==> src/rtl/alu_pkg.sv <==
// Shared definitions for the sequential ALU: opcode values, FSM state
// encoding and a small opcode classification helper.
package alu_pkg;

  // 4-bit opcode space; values 10..15 are unassigned and produce a zero result.
  localparam logic [3:0] OP_ADD = 4'd0;
  localparam logic [3:0] OP_SUB = 4'd1;
  localparam logic [3:0] OP_AND = 4'd2;
  localparam logic [3:0] OP_OR  = 4'd3;
  localparam logic [3:0] OP_XOR = 4'd4;
  localparam logic [3:0] OP_NOR = 4'd5;
  localparam logic [3:0] OP_NOT = 4'd6;
  localparam logic [3:0] OP_SLL = 4'd7;
  localparam logic [3:0] OP_SRL = 4'd8;
  localparam logic [3:0] OP_SRA = 4'd9;

  // IDLE: nothing held, BUSY: iterative shift running, DONE: result presented.
  typedef enum logic [1:0] {
    ST_IDLE = 2'd0,
    ST_BUSY = 2'd1,
    ST_DONE = 2'd2
  } state_t;

  // True for the opcodes handled by the one-bit-per-cycle shifter.
  function automatic logic is_shift(input logic [3:0] op);
    return (op == OP_SLL) || (op == OP_SRL) || (op == OP_SRA);
  endfunction

endpackage

==> src/rtl/add_sub_nbit.sv <==
// Combinational WIDTH-bit adder/subtractor with carry/borrow-in.
// Subtraction is a + ~b + ~cin, so the raw carry is the inverse of the borrow.
module add_sub_nbit #(
  parameter int WIDTH = 32
) (
  input  logic [WIDTH-1:0] a_i,
  input  logic [WIDTH-1:0] b_i,
  input  logic             cin_i,   // carry-in (add) or borrow-in (sub)
  input  logic             sub_i,   // 1 selects a - b - cin
  output logic [WIDTH-1:0] sum_o,
  output logic             cout_o,  // carry-out (add) or borrow-out (sub)
  output logic             ovf_o    // signed overflow
);

  localparam int MSB = WIDTH - 1;

  logic [WIDTH-1:0] b_eff;
  logic             c_eff;
  logic [WIDTH:0]   total;

  assign b_eff = sub_i ? ~b_i : b_i;
  assign c_eff = sub_i ? ~cin_i : cin_i;
  assign total = {1'b0, a_i} + {1'b0, b_eff} + {{WIDTH{1'b0}}, c_eff};

  assign sum_o  = total[WIDTH-1:0];
  assign cout_o = sub_i ? ~total[WIDTH] : total[WIDTH];

  // Overflow: operands of the effective same sign give a result of the other sign.
  always_comb begin
    if (sub_i) begin
      ovf_o = (a_i[MSB] != b_i[MSB]) && (sum_o[MSB] != a_i[MSB]);
    end else begin
      ovf_o = (a_i[MSB] == b_i[MSB]) && (sum_o[MSB] != a_i[MSB]);
    end
  end

endmodule

==> src/rtl/alu_seq_nbit.sv <==
// Sequential ALU behind a valid/ready handshake. Arithmetic and logic ops
// finish in one cycle; shifts iterate one bit per cycle. Result and flags are
// registered and only change when the FSM enters DONE.
module alu_seq_nbit
  import alu_pkg::*;
#(
  parameter int WIDTH = 32
) (
  input  logic             clk,
  input  logic             rst,
  input  logic             in_valid,
  output logic             in_ready,
  input  logic [3:0]       op,
  input  logic [WIDTH-1:0] a,
  input  logic [WIDTH-1:0] b,
  input  logic             cin,
  output logic             out_valid,
  input  logic             out_ready,
  output logic [WIDTH-1:0] result,
  output logic             cout,
  output logic             zero,
  output logic             neg,
  output logic             ovf
);

  localparam int SHW = $clog2(WIDTH);
  localparam logic [SHW-1:0] CNT_ONE = {{(SHW-1){1'b0}}, 1'b1};

  // Registered state
  state_t           state_q, state_d;
  logic [WIDTH-1:0] sh_q, sh_d;         // shift working register
  logic [SHW-1:0]   cnt_q, cnt_d;       // remaining shift steps
  logic [3:0]       sop_q, sop_d;       // captured shift opcode
  logic [WIDTH-1:0] result_q, result_d;
  logic             cout_q, cout_d;
  logic             zero_q, zero_d;
  logic             neg_q, neg_d;
  logic             ovf_q, ovf_d;

  // Combinational helpers
  logic             accept;
  logic [SHW-1:0]   shamt;
  logic             start_busy;
  logic [WIDTH-1:0] as_sum;
  logic             as_cout;
  logic             as_ovf;
  logic [WIDTH-1:0] alu_res;
  logic             alu_cout;
  logic             alu_ovf;
  logic [WIDTH-1:0] sll_step;
  logic [WIDTH-1:0] srl_step;
  logic [WIDTH-1:0] step_val;
  logic             step_out;
  logic             load_en;
  logic [WIDTH-1:0] load_res;
  logic             load_cout;
  logic             load_ovf;

  assign shamt      = b[SHW-1:0];
  assign in_ready   = (state_q == ST_IDLE) || ((state_q == ST_DONE) && out_ready);
  assign accept     = in_valid && in_ready;
  assign start_busy = is_shift(op) && (shamt != '0);

  // Single shared adder; the subtract control comes straight from the opcode.
  add_sub_nbit #(
    .WIDTH(WIDTH)
  ) u_add_sub (
    .a_i   (a),
    .b_i   (b),
    .cin_i (cin),
    .sub_i (op == OP_SUB),
    .sum_o (as_sum),
    .cout_o(as_cout),
    .ovf_o (as_ovf)
  );

  // One-bit shift step of the working register, built bit by bit.
  // SRA refills the top bit with itself, which keeps the original sign.
  genvar gi;
  generate
    for (gi = 0; gi < WIDTH; gi++) begin : g_step
      if (gi == 0) begin : g_lsb
        assign sll_step[gi] = 1'b0;
      end else begin : g_upper
        assign sll_step[gi] = sh_q[gi-1];
      end
      if (gi == WIDTH - 1) begin : g_msb
        assign srl_step[gi] = (sop_q == OP_SRA) ? sh_q[WIDTH-1] : 1'b0;
      end else begin : g_lower
        assign srl_step[gi] = sh_q[gi+1];
      end
    end
  endgenerate

  // Pick the step direction and the bit that falls off the end.
  always_comb begin
    step_val = srl_step;
    step_out = sh_q[0];
    if (sop_q == OP_SLL) begin
      step_val = sll_step;
      step_out = sh_q[WIDTH-1];
    end
  end

  // Single-cycle result for the accepted op; a zero-amount shift passes a through.
  always_comb begin
    alu_res  = '0;
    alu_cout = 1'b0;
    alu_ovf  = 1'b0;
    case (op)
      OP_ADD, OP_SUB: begin
        alu_res  = as_sum;
        alu_cout = as_cout;
        alu_ovf  = as_ovf;
      end
      OP_AND:                 alu_res = a & b;
      OP_OR:                  alu_res = a | b;
      OP_XOR:                 alu_res = a ^ b;
      OP_NOR:                 alu_res = ~(a | b);
      OP_NOT:                 alu_res = ~a;
      OP_SLL, OP_SRL, OP_SRA: alu_res = a;
      default:                alu_res = '0;
    endcase
  end

  // Next-state logic: handshake, shift iteration and output loading.
  always_comb begin
    state_d   = state_q;
    sh_d      = sh_q;
    cnt_d     = cnt_q;
    sop_d     = sop_q;
    load_en   = 1'b0;
    load_res  = alu_res;
    load_cout = alu_cout;
    load_ovf  = alu_ovf;

    case (state_q)
      ST_IDLE, ST_DONE: begin
        if (accept) begin
          if (start_busy) begin
            state_d = ST_BUSY;
            sh_d    = a;
            cnt_d   = shamt;
            sop_d   = op;
          end else begin
            state_d = ST_DONE;
            load_en = 1'b1;
          end
        end else if (state_q == ST_DONE && out_ready) begin
          state_d = ST_IDLE;
        end
      end
      ST_BUSY: begin
        sh_d  = step_val;
        cnt_d = cnt_q - CNT_ONE;
        // The last step lands directly in the output registers.
        if (cnt_q == CNT_ONE) begin
          state_d   = ST_DONE;
          load_en   = 1'b1;
          load_res  = step_val;
          load_cout = step_out;
          load_ovf  = 1'b0;
        end
      end
      default: state_d = ST_IDLE;
    endcase

    // Outputs only move on entering DONE, so nothing flickers during BUSY.
    result_d = load_en ? load_res : result_q;
    cout_d   = load_en ? load_cout : cout_q;
    ovf_d    = load_en ? load_ovf : ovf_q;
    zero_d   = load_en ? (load_res == '0) : zero_q;
    neg_d    = load_en ? load_res[WIDTH-1] : neg_q;
  end

  // State and output registers with synchronous reset that aborts any operation.
  always_ff @(posedge clk) begin
    if (rst) begin
      state_q  <= ST_IDLE;
      sh_q     <= '0;
      cnt_q    <= '0;
      sop_q    <= OP_ADD;
      result_q <= '0;
      cout_q   <= 1'b0;
      zero_q   <= 1'b0;
      neg_q    <= 1'b0;
      ovf_q    <= 1'b0;
    end else begin
      state_q  <= state_d;
      sh_q     <= sh_d;
      cnt_q    <= cnt_d;
      sop_q    <= sop_d;
      result_q <= result_d;
      cout_q   <= cout_d;
      zero_q   <= zero_d;
      neg_q    <= neg_d;
      ovf_q    <= ovf_d;
    end
  end

  assign out_valid = (state_q == ST_DONE);
  assign result    = result_q;
  assign cout      = cout_q;
  assign zero      = zero_q;
  assign neg       = neg_q;
  assign ovf       = ovf_q;

endmodule

==> config.mk <==
export PLATFORM = sky130hd
export DESIGN_NAME = alu_seq_nbit
export DESIGN_NICKNAME = d
export VERILOG_FILES = /design/src/rtl/alu_pkg.sv /design/src/rtl/add_sub_nbit.sv /design/src/rtl/alu_seq_nbit.sv
export SDC_FILE = /design/constraint.sdc
export NUM_CORES = 1
export LEC_CHECK = 0
export BUFFER_PORTS_ARGS = -buffer_cell sky130_fd_sc_hd__buf_2
export CAP_MARGIN = 20
export CORE_ASPECT_RATIO = 0.6
export CORE_MARGIN = 5
export CORE_UTILIZATION = 32
export CTS_CLUSTER_DIAMETER = 30
export DETAILED_ROUTE_END_ITERATION = 8
export HOLD_SLACK_MARGIN = 0.03
export PLACE_DENSITY_LB_ADDON = 0.08
export SYNTH_ARGS = -nofsm -noshare
export SYNTH_HDL_FRONTEND = slang
export SYNTH_HIERARCHICAL = 1
export SYNTH_SLANG_ARGS = --single-unit
==> constraint.sdc <==
create_clock -name clk -period 7.55 [get_ports clk]
set_input_delay 2.265 -clock clk [delete_from_list [all_inputs] [get_ports clk]]
set_output_delay 2.265 -clock clk [all_outputs]
set_load 0.03 [all_outputs]
# Word-level counts from Yosys, hierarchy flattened

Index checks and enable logic that the tools add are counted.

Add/sub/neg operators: 3
$mul: 0
Div/mod/pow operators: 0
$lt $le $gt $ge: 0
Equality and inequality tests: 21
Shift-type cells: 0
Mux-type cells: 31
Bitwise gates (word level): 8
Reductions and logical operators: 19

Operators with widths:

| kind                                                               | count |
|---|---|
| 32-bit case mux with 7 select lines                                | 1 |
| 32-bit two-way mux                                                 | 6 |
| 32-bit NOT                                                         | 3 |
| 32-bit case mux with 2 select lines                                | 1 |
| 32-bit by 32-bit adder with 33-bit output                          | 1 |
| 33-bit by 1-bit adder with 33-bit output                           | 1 |
| 32-bit bitwise AND                                                 | 1 |
| 32-bit zero test                                                   | 1 |
| 32-bit bitwise OR                                                  | 1 |
| 32-bit bitwise XOR                                                 | 1 |
| 4-bit by 3-bit == test with 1-bit output, second input constant    | 5 |
| 1-bit two-way mux                                                  | 14 |
| 4-bit == test, second input constant                               | 3 |
| 5-bit two-way mux                                                  | 2 |
| 5-bit case mux with 2 select lines                                 | 1 |
| 4-bit by 2-bit == test with 1-bit output, second input constant    | 2 |
| 2-bit two-way mux                                                  | 4 |
| 2-bit != test, second input constant                               | 3 |
| 3-bit AND reduction                                                | 2 |
| 5-bit by 1-bit == test with 1-bit output, second input constant    | 1 |
| 1-bit logical AND                                                  | 5 |
| 5-bit nonzero test                                                 | 1 |
| 5-bit by 1-bit subtractor with 5-bit output, second input constant | 1 |
| 4-bit by 1-bit == test with 1-bit output, second input constant    | 1 |
| other kinds (15)                                                   | 20 |

Bits in registers: 79
Bits in latches: 0
RAM bits: 0
Bits in read-only memories: 0
Input bits: 73
Output and inout bits: 38
Logic and storage cells: 91
Memories kept: 0

# Depth between registers and ports, before layout

Gate-level depths: netlist (run 1).

Depth after elaboration: 10
Gate-level depth with buffers: 25
Gate-level depth less buffers: 20

# Hierarchy

The synthesis (run 1) kept the hierarchy.

By module, submodules not included:

| module       | instances | cells each | area each (um^2) | seq. area each (um^2) |
|---|---|---|---|---|
| alu_seq_nbit | 1         | 948        | 7115.6           | 1561.5 |
| add_sub_nbit | 1         | 284        | 2120.8           | 0.0 |

# Worst setup path after synthesis (run 1)

OpenSTA, ideal clock, no wires.

Path type: input port to flip-flop
From: input port op[1]
To: register zero_q (netlist: zero)
Library setup time: 0.096 ns
Arrival time: 7.423 ns
Data required time: 7.454 ns
Path slack: 0.032 ns
Stages on the path: 25
Buffers on the path: 5
Path through: buf_2 > or2_2 > buf_2 > buf_2 > nor2_1 > clkbuf_1 > buf_1 > xor2_1 > fa_1 > fa_1 > a21oi_1 > nor2_1 > o21ai_1 > nand4_1 > a31oi_1 > o21ai_0 > xor2_1 > mux2i_1 > nor2_1 > a221oi_1 > o221a_2 > nand4_1 > nor4_1 > nand4_1 > o41ai_2

Cells in the longest elaborated chain, start to end: 8
Elaborated cells on any way between the ends: 26
Classes of those cells: add/sub (2); eq/ne (9); mux (8); reduce/logical (7)

Ends and longest elaborated chain:

| item                                         | RTL line            | text |
|---|---|---|
| start: declaration                           | alu_seq_nbit.sv:13  | `input logic [3:0] op,` |
| 4-bit by 1-bit == test with 1-bit output (*) | alu_seq_nbit.sv:71  | `.sub_i (op == OP_SUB),` |
| 32-bit two-way mux                           | add_sub_nbit.sv:21  | `assign b_eff = sub_i ? ~b_i : b_i;` |
| 32-bit by 32-bit adder with 33-bit output    | add_sub_nbit.sv:23  | `assign total = {1'b0, a_i} + {1'b0, b_eff} + {{WIDTH{1'b0}}, c_eff};` |
| 33-bit by 1-bit adder with 33-bit output (*) | add_sub_nbit.sv:23  |  |
| named net as_sum[24]                         | alu_seq_nbit.sv:44  | `logic [WIDTH-1:0] as_sum;` |
| 32-bit case mux with 7 select lines (*)      | alu_seq_nbit.sv:110 | `case (op)` |
| 32-bit two-way mux                           | alu_seq_nbit.sv:157 | `if (cnt_q == CNT_ONE) begin` |
| 32-bit two-way mux (*)                       | alu_seq_nbit.sv:137 | `case (state_q)` |
| 32-bit zero test (*)                         | alu_seq_nbit.sv:172 | `zero_d = load_en ? (load_res == '0) : zero_q;` |
| end signal: assignment                       | alu_seq_nbit.sv:195 | `zero_q <= zero_d;` |
| end: declaration                             | alu_seq_nbit.sv:36  | `logic zero_q, zero_d;` |

Mark *: on every way through the listed nets, which the timed path passes. The rest lies on a longest branch.
A chain may end at the register's enable or synchronous reset.

# Worst setup path after layout (run 1)

Ends and elaborated chain as after synthesis.

==> impl_metrics.prom, run 1 <==
# TYPE chip_impl_metric gauge
chip_impl_metric{name="antenna_violating_nets_left",unit=""} 0
chip_impl_metric{name="postSynthCellCount",unit=""} 1232
chip_impl_metric{name="chipHeight",unit="µm"} 142
chip_impl_info{name="min-delay-path-class",value="reg2reg"} 1
chip_impl_metric{name="maxClockFrequency",unit="MHz"} 145
chip_impl_metric{name="initial_utilization",unit="%"} 32.3
chip_impl_metric{name="detailroute.via_count",unit=""} 9623
chip_impl_metric{name="worst_setup_skew_after_layout",unit="ns"} 0.00823
chip_impl_metric{name="place_worst_setup_slack",unit="ns"} 0.384
chip_impl_metric{name="cp_slowest_stage_delay",unit="ns"} 0.50
chip_impl_metric{name="clock_slew_at_reported_path_ffs",unit="ns"} 0.06
chip_impl_metric{name="clock_path_buffers",unit=""} 2
chip_impl_metric{name="power.static_leakage",unit="µW"} 0.00473
chip_impl_metric{name="grt_remaining_overflow",unit=""} 0
chip_impl_metric{name="hpwl",unit="µm"} 30400
chip_impl_metric{name="io_pins",unit=""} 111
chip_impl_metric{name="post-route-period-util",unit="%"} 91.5
chip_impl_metric{name="place_inst",unit=""} 1663
chip_impl_metric{name="crit_buf_inv",unit=""} 1
chip_impl_info{name="synth_largest_area_cell",value="dfxtp_1"} 1
chip_impl_info{name="dominantRegCellSynth",value="dfxtp_1"} 1
chip_impl_metric{name="netlist.area_leader.share",unit="%"} 16.9
chip_impl_info{name="ff_to_ff_start",value="cnt_q[0]$_SDFFE_PP0P_"} 1
chip_impl_metric{name="timing.critical_path.required",unit="ns"} 7.80
chip_impl_metric{name="cts-htree-levels",unit=""} 3
chip_impl_metric{name="post-route-min-period",unit="ns"} 6.91
chip_impl_metric{name="post_synth_instance_area",unit="µm²"} 9240
chip_impl_metric{name="hold_depth",unit=""} 2
chip_impl_info{name="synth_common_cells",value="147 x nand2_1, 112 x nor2_1, 97 x ha_1, 89 x a21oi_1"} 1
chip_impl_metric{name="layout.nets",unit=""} 1472
chip_impl_metric{name="drt-pass1-iter-count",unit=""} 8
chip_impl_metric{name="cap_viol_max_count",unit=""} 0
chip_impl_info{name="worst_hold_path.endpoint",value="result[29]$_SDFFE_PP0P_"} 1
chip_impl_info{name="cts_tree",value="done"} 1
chip_impl_info{name="start_kind",value="input port"} 1
chip_impl_metric{name="share_of_cells_above_drive_strength_1",unit="%"} 17.0
chip_impl_metric{name="number_of_enable_flip_flop_cells_after_synthesis",unit=""} 0
chip_impl_metric{name="grt_start_max_net_pins",unit=""} 78
chip_impl_metric{name="cts_setup_buffers",unit=""} 0
chip_impl_metric{name="area.growth.synth_to_final",unit="%"} 13.4
chip_impl_metric{name="grt_pass1_vias",unit=""} 9142
chip_impl_info{name="outcome",value="finished, final reports clean"} 1
chip_impl_info{name="startpoint_of_the_worst_hold_path",value="result[29]$_SDFFE_PP0P_"} 1
chip_impl_info{name="crit_path_end_kind",value="flop"} 1
chip_impl_metric{name="vdd.ir_drop.worst",unit="µV"} 91.4
chip_impl_metric{name="tritoncts.num_buffers",unit=""} 9
chip_impl_metric{name="cts.sink_count",unit=""} 78
chip_impl_metric{name="cts_resized",unit=""} 0
chip_impl_metric{name="drv_slew",unit=""} 0
chip_impl_metric{name="drc",unit=""} 0
chip_impl_metric{name="final.hold.worst_slack",unit="ns"} 0.451
chip_impl_metric{name="critical_path.max_fanout",unit=""} 8
chip_impl_metric{name="final.setup.worst_slack",unit="ns"} 0.644
chip_impl_info{name="cts_root_buf",value="clkbuf_16"} 1
chip_impl_metric{name="worst_slew_margin_rel",unit="%"} 28.8
chip_impl_metric{name="postCtsHoldBufs",unit=""} 0
chip_impl_metric{name="finalHoldViolations",unit=""} 0
chip_impl_metric{name="timing_worst_slew_pin_value",unit="ns"} 1.06
chip_impl_metric{name="final-instance-count-excl-fill",unit=""} 1679
chip_impl_metric{name="drt_wl_total",unit="µm"} 39000
chip_impl_metric{name="clock_latency_on_the_worst_skew_pair",unit="ns"} 0.35
chip_impl_info{name="crit_slowest_cell",value="a221o_1"} 1
chip_impl_metric{name="diodes",unit=""} 0
chip_impl_metric{name="io_buffer_count",unit=""} 110
chip_impl_info{name="netlist_top_cells_area",value="dfxtp_1 17%, ha_1 13%, nand2_1 6.0%, a21oi_1 4.8%, mux2i_1 4.7%"} 1
chip_impl_metric{name="setup-tns-final",unit="ns"} 0
chip_impl_metric{name="report.power.total",unit="µW"} 1650
chip_impl_metric{name="cp_data_arrival_time",unit="ns"} 7.16
chip_impl_metric{name="dieWidth",unit="µm"} 229
chip_impl_metric{name="fp.dieArea",unit="µm²"} 32500
chip_impl_metric{name="synth-seq-area-share",unit="%"} 16.9
chip_impl_metric{name="first_iter_violations",unit=""} 1010
chip_impl_metric{name="mappedNetlistNets",unit=""} 1404
chip_impl_info{name="setup_repair_after_global_routing_missed_its_margin",value="no"} 1
chip_impl_metric{name="worst-r2r-setup-slack",unit="ns"} 3.82
chip_impl_metric{name="syn_avg_cell_area",unit="µm²"} 7.50
chip_impl_metric{name="gp_congestion",unit=""} 0.914
chip_impl_metric{name="power.density_cell_area",unit="nW/µm²"} 158
chip_impl_metric{name="grtUsageTotal",unit="%"} 23.5
chip_impl_info{name="crit_chain",value="buf_2, or2_2, nor2_4, xor2_1, fa_1, fa_1, a21oi_1, nor2_1, o211ai_1, a21oi_1, a221o_1, a41oi_2, xnor2_1, mux2i_1, o221ai_1, a221oi_1, nand4_1, nor4_1, nand4_1, o41ai_2"} 1
chip_impl_info{name="path_delay_family",value="compound AO/OA/AOI/OAI gates"} 1
chip_impl_metric{name="ys_ff_latch",unit=""} 78
chip_impl_metric{name="worst-r2r-cell-count",unit=""} 10
chip_impl_info{name="reg2reg_to",value="zero$_SDFFE_PP0P_"} 1
chip_impl_metric{name="coreArea",unit="µm²"} 28600
chip_impl_info{name="post-synth-top-count-cell",value="nand2_1"} 1
chip_impl_metric{name="grt_antenna_before_repair",unit=""} 3
chip_impl_metric{name="synth-async-reset-ratio",unit="%"} 0
chip_impl_metric{name="fp-row-count",unit=""} 48
chip_impl_metric{name="synth.distinct_cells",unit=""} 85
chip_impl_metric{name="yosysWarningCount",unit=""} 6
chip_impl_metric{name="detail_route.wl_per_cell",unit="µm"} 23.2
chip_impl_metric{name="grt_pass1_wl",unit="µm"} 58600
chip_impl_info{name="critical_path_class",value="in2reg"} 1
chip_impl_metric{name="post_drt_via_cell_ratio",unit=""} 5.73
chip_impl_metric{name="timing.final.setup_violations",unit=""} 0
==> per-layer routing <==
layer	GRT usage [%]	wire (µm)	up-vias
met5	0	27	-
met4	3.19	391	4
met3	7.30	3470	34
met2	33.5	15800	335
met1	35.3	19300	4638
li1	-	-	4612
==> layout make-up <==
| class | count | area [µm²] |
|---|---|---|
| fillers | 3085 | 18100 |
| multi-input cells | 989 | 7030 |
| flip-flops and latches | 78 | 1560 |
| repair buffers | 143 | 796 |
| well taps | 375 | 469 |
| inverters | 79 | 297 |
| clock buffers | 11 | 253 |
| clock inverters | 4 | 70.1 |
==> how the worst max path moves through the flow <==
stage,from,to,slack (ns),cells after the start
3_3_place_gp,op[1],zero$_SDFFE_PP0P_,0.38,19
2_1_floorplan,op[1],zero$_SDFFE_PP0P_,0.03,25
6_report,op[1],zero$_SDFFE_PP0P_,0.64,20
4_1_cts,op[1],zero$_SDFFE_PP0P_,0.73,20
5_1_grt,op[1],zero$_SDFFE_PP0P_,0.38,20
3_5_place_dp,op[1],zero$_SDFFE_PP0P_,0.38,20
==> metrics by stage <==
step,utilization (%),instance area [µm²]
final,36.6,10500
after detailed placement,35.5,10100
after global routing,36.6,10500
after floorplan,-,9240
after CTS,36.6,10500
after global placement,35.5,10100
==> state kept, by name, summed over array words and instances (netlist names) <==
name and cells:
cnt_q 5, zero 1, ovf 1, sop_q 4, result 32, sh_q 32, cout 1, state_q 2
==> where the power goes <==
part	internal, µW	switching, µW
Combinational	256	449
Sequential	443	25.4
Clock	305	175
Total	1000	649
==> layout by cell type, fill, tap and decap left out, drive strengths merged, types with 4 or more instances in the layout <==
| cell type | count |
|---|---|
| nand3 | 13 |
| xnor2 | 14 |
| a2bb2oi | 4 |
| a31oi | 15 |
| a22o | 5 |
| nand4 | 9 |
| nor3 | 15 |
| and2 | 6 |
| o21a | 10 |
| a22oi | 9 |
| a222oi | 7 |
| nand2 | 147 |
| o21ai | 48 |
| o211ai | 5 |
| a21boi | 4 |
| mux2 | 34 |
| and3 | 16 |
| or2 | 6 |
| nand2b | 17 |
| ha | 97 |
| buf | 143 |
| inv | 79 |
| clkbuf | 11 |
| nor2b | 20 |
| mux2i | 43 |
| o221ai | 17 |
| a211oi | 44 |
| a21o | 16 |
| o22ai | 14 |
| dfxtp | 78 |
| a311oi | 23 |
| a21oi | 91 |
| xor2 | 46 |
| a221oi | 16 |
| nor4 | 9 |
| nor2 | 113 |
==> worst reg2reg max path, cell delays in order, from the launching register on <==
cell      delay (ns)
dfxtp_1         0.42
ha_1            0.16
or4b_4          0.52
nor2_4          0.10
buf_4           0.45
a21oi_2         0.28
a221oi_1        0.77
nand4_1         0.18
nor4_1          0.27
nand4_1         0.16
o41ai_2         0.34
==> logic make-up (layout without fill, tap and decap cells) <==
logic type	after synthesis	in the layout	share of synthesized area, %
simple gates	390	390	19.6
compound gates	363	363	28.0
buf+inv	165	237	7.37
fa+ha+maj	99	99	13.6
flops	78	78	16.9
mux	77	77	8.81
xor+xnor	60	60	5.69
Note: power is estimated with default switching activity, not from simulation.
==> run 2: changes to the inputs <==
- BUFFER_PORTS_ARGS: -buffer_cell sky130_fd_sc_hd__buf_2 -> -buffer_cell sky130_fd_sc_hd__clkbuf_2
- CELL_PAD_IN_SITES_DETAIL_PLACEMENT: default -> 1
- CELL_PAD_IN_SITES_GLOBAL_PLACEMENT: default -> 1
==> run 2 against run 1 <==
Non-clock buffer count up 1. Maximum frequency down 1.2%. Flip-flop and latch count unchanged. Critical endpoint unchanged. Largest cell class unchanged. Highest routed layer is now met4.
==> impl_metrics.prom, run 2 (synthesis results as in run 1) <==
# TYPE chip_impl_metric gauge
chip_impl_metric{name="p_comb_share",unit="%"} 42.8
chip_impl_metric{name="coreArea",unit="µm²"} 28600
chip_impl_metric{name="switching_share",unit="%"} 40.5
chip_impl_metric{name="maxClockFrequency",unit="MHz"} 143
chip_impl_metric{name="postCtsHoldBufs",unit=""} 0
chip_impl_metric{name="cap_viol_max_count",unit=""} 0
chip_impl_metric{name="grt_remaining_overflow",unit=""} 0
chip_impl_metric{name="cts.sink_count",unit=""} 78
chip_impl_metric{name="layout.nets",unit=""} 1473
chip_impl_metric{name="io_pins",unit=""} 111
chip_impl_metric{name="timing.critical_path.required",unit="ns"} 7.81
chip_impl_metric{name="hold_depth",unit=""} 2
chip_impl_metric{name="use_met2",unit="%"} 37.6
chip_impl_info{name="outcome",value="finished, final reports clean"} 1
chip_impl_metric{name="drv_slew",unit=""} 0
chip_impl_metric{name="grt_start_max_net_pins",unit=""} 78
chip_impl_metric{name="power.clock.fraction",unit="%"} 28.8
chip_impl_info{name="reg2reg_to",value="zero$_SDFFE_PP0P_"} 1
chip_impl_metric{name="worst_setup_skew_after_layout",unit="ns"} 0.0110
chip_impl_info{name="start_kind",value="input port"} 1
chip_impl_metric{name="diodes",unit=""} 0
chip_impl_info{name="worst_hold_path.endpoint",value="result[4]$_SDFFE_PP0P_"} 1
chip_impl_metric{name="timing.final.setup_violations",unit=""} 0
chip_impl_metric{name="setup-tns-final",unit="ns"} 0
chip_impl_metric{name="drt_wl_total",unit="µm"} 41000
chip_impl_info{name="layout_commonest_cell",value="nand2_1"} 1
chip_impl_metric{name="worst-r2r-setup-slack",unit="ns"} 3.95
chip_impl_info{name="cts_tree",value="done"} 1
chip_impl_metric{name="report.power.total",unit="µW"} 1660
chip_impl_metric{name="gp_congestion",unit=""} 0.909
chip_impl_metric{name="power.static_leakage",unit="µW"} 0.00472
chip_impl_metric{name="worst_slew_margin_rel",unit="%"} 30.0
chip_impl_info{name="cts_root_buf",value="clkbuf_16"} 1
chip_impl_info{name="startpoint_of_the_worst_hold_path",value="result[4]$_SDFFE_PP0P_"} 1
chip_impl_metric{name="critical_path.max_fanout",unit=""} 7
chip_impl_metric{name="power.density_cell_area",unit="nW/µm²"} 159
chip_impl_metric{name="place_worst_setup_slack",unit="ns"} 0.231
chip_impl_metric{name="clock_path_buffers",unit=""} 2
chip_impl_metric{name="grt_pass1_vias",unit=""} 9716
chip_impl_metric{name="first_iter_violations",unit=""} 828
chip_impl_metric{name="post_drt_via_cell_ratio",unit=""} 5.82
chip_impl_metric{name="chipHeight",unit="µm"} 142
chip_impl_metric{name="tritoncts.num_buffers",unit=""} 9
chip_impl_info{name="min-delay-path-class",value="reg2reg"} 1
chip_impl_metric{name="grt_pass1_wl",unit="µm"} 62400
chip_impl_info{name="crit_slowest_cell",value="a221o_1"} 1
chip_impl_metric{name="cp_data_arrival_time",unit="ns"} 7.25
chip_impl_info{name="setup_repair_after_global_routing_missed_its_margin",value="no"} 1
chip_impl_metric{name="io_buffer_count",unit=""} 110
chip_impl_metric{name="final.setup.worst_slack",unit="ns"} 0.557
chip_impl_metric{name="grtUsageMet3",unit="%"} 5.68
chip_impl_metric{name="fp-row-count",unit=""} 48
chip_impl_metric{name="power_switching",unit="µW"} 674
chip_impl_metric{name="drt-pass1-iter-count",unit=""} 5
chip_impl_info{name="crit_chain",value="clkbuf_2, or2_2, nor2_4, xor2_1, fa_1, fa_1, a21oi_1, nor2_1, o211ai_1, a21oi_1, a221o_1, a41oi_2, xnor2_1, mux2i_1, o221ai_1, a221oi_1, buf_4, nand4_1, nor4_1, nand4_1, o41ai_2"} 1
chip_impl_metric{name="final.hold.worst_slack",unit="ns"} 0.457
chip_impl_metric{name="hpwl",unit="µm"} 32400
chip_impl_metric{name="vdd.ir_drop.worst",unit="µV"} 83.6
chip_impl_metric{name="place_inst",unit=""} 1664
chip_impl_metric{name="crit_buf_inv",unit=""} 2
chip_impl_metric{name="cts-htree-levels",unit=""} 3
chip_impl_metric{name="cts_resized",unit=""} 0
chip_impl_info{name="grt_most_used_layer",value="met2"} 1
chip_impl_metric{name="number_of_stages_on_the_worst_setup_path",unit=""} 21
chip_impl_metric{name="worst-r2r-cell-count",unit=""} 9
chip_impl_info{name="critical_path_class",value="in2reg"} 1
chip_impl_metric{name="initial_utilization",unit="%"} 32.3
chip_impl_metric{name="timing_worst_slew_pin_value",unit="ns"} 1.04
chip_impl_info{name="path_delay_family",value="compound AO/OA/AOI/OAI gates"} 1
chip_impl_metric{name="clock_slew_at_reported_path_ffs",unit="ns"} 0.07
chip_impl_metric{name="share_of_cells_above_drive_strength_1",unit="%"} 17.1
chip_impl_metric{name="detailroute.via_count",unit=""} 9787
chip_impl_metric{name="clock_latency_on_the_worst_skew_pair",unit="ns"} 0.36
chip_impl_metric{name="fp.dieArea",unit="µm²"} 32500
chip_impl_metric{name="final-instance-count-excl-fill",unit=""} 1681
chip_impl_metric{name="antenna_violating_nets_left",unit=""} 0
chip_impl_metric{name="area.growth.synth_to_final",unit="%"} 13.5
chip_impl_info{name="ff_to_ff_start",value="cnt_q[0]$_SDFFE_PP0P_"} 1
chip_impl_metric{name="finalHoldViolations",unit=""} 0
chip_impl_metric{name="post-route-period-util",unit="%"} 92.6
chip_impl_metric{name="dieWidth",unit="µm"} 229
chip_impl_metric{name="grt_antenna_before_repair",unit=""} 0
chip_impl_metric{name="detail_route.wl_per_cell",unit="µm"} 24.4
chip_impl_metric{name="cts_setup_buffers",unit=""} 0
chip_impl_metric{name="internal_power",unit="µW"} 988
chip_impl_info{name="crit_path_end_kind",value="flop"} 1
chip_impl_metric{name="cp_slowest_stage_delay",unit="ns"} 0.49
chip_impl_metric{name="power_frac_seq",unit="%"} 28.3
chip_impl_metric{name="grtUsageTotal",unit="%"} 24.7
chip_impl_info{name="layout_common_cells",value="146 x nand2_1, 110 x nor2_1, 110 x clkbuf_2"} 1
chip_impl_metric{name="global_route.usage.met1",unit="%"} 36.8
chip_impl_metric{name="post-route-min-period",unit="ns"} 6.99
chip_impl_metric{name="drc",unit=""} 0
run 2: stage by stage:
step	area, µm²	util [%]
2_1_floorplan	9240	-
3_3_place_gp	10200	35.5
3_5_place_dp	10200	35.5
4_1_cts	10500	36.6
5_1_grt	10500	36.7
6_report	10500	36.7
run 2: tightest hold or removal path, cell delays in order (launching register included):
cell and delay [ns]:
dfxtp_1 0.31, nand2_1 0.05, a21oi_1 0.05
run 2: final cells by class:
cell class | instances | area, µm²
Clock inverter | 6 | 86.3
Fill cell | 3568 | 18100
Tap cell | 375 | 469
Multi-Input combinational cell | 989 | 7030
Inverter | 79 | 297
Sequential cell | 78 | 1560
Clock buffer | 10 | 229
Timing Repair Buffer | 144 | 803
run 2: layer usage:
layer  up-vias  share of wire (%)
met5         -                  0
met2       277                 42
met1      4873                 50
li1       4613                  -
met4         0               0.83
met3        24                7.1
run 2: worst max path at each step:
stage,start,end,slack (ns)
global placement,op[1],zero$_SDFFE_PP0P_,0.35
global route,op[1],zero$_SDFFE_PP0P_,0.30
finish,op[1],zero$_SDFFE_PP0P_,0.56
floorplan,op[1],zero$_SDFFE_PP0P_,0.03
CTS,op[1],zero$_SDFFE_PP0P_,0.60
detailed placement,op[1],zero$_SDFFE_PP0P_,0.23
run 2: power groups by stage:
| stage | clock network [µW] | registers (µW) | logic [µW] |
|---|---|---|---|
| after floorplan | 0 | 500 | 430 |
| after global placement | 0 | 479 | 698 |
| after detailed placement | 0 | 479 | 703 |
| after CTS | 490 | 470 | 707 |
| after global routing | 506 | 474 | 776 |
| final | 479 | 471 | 712 |
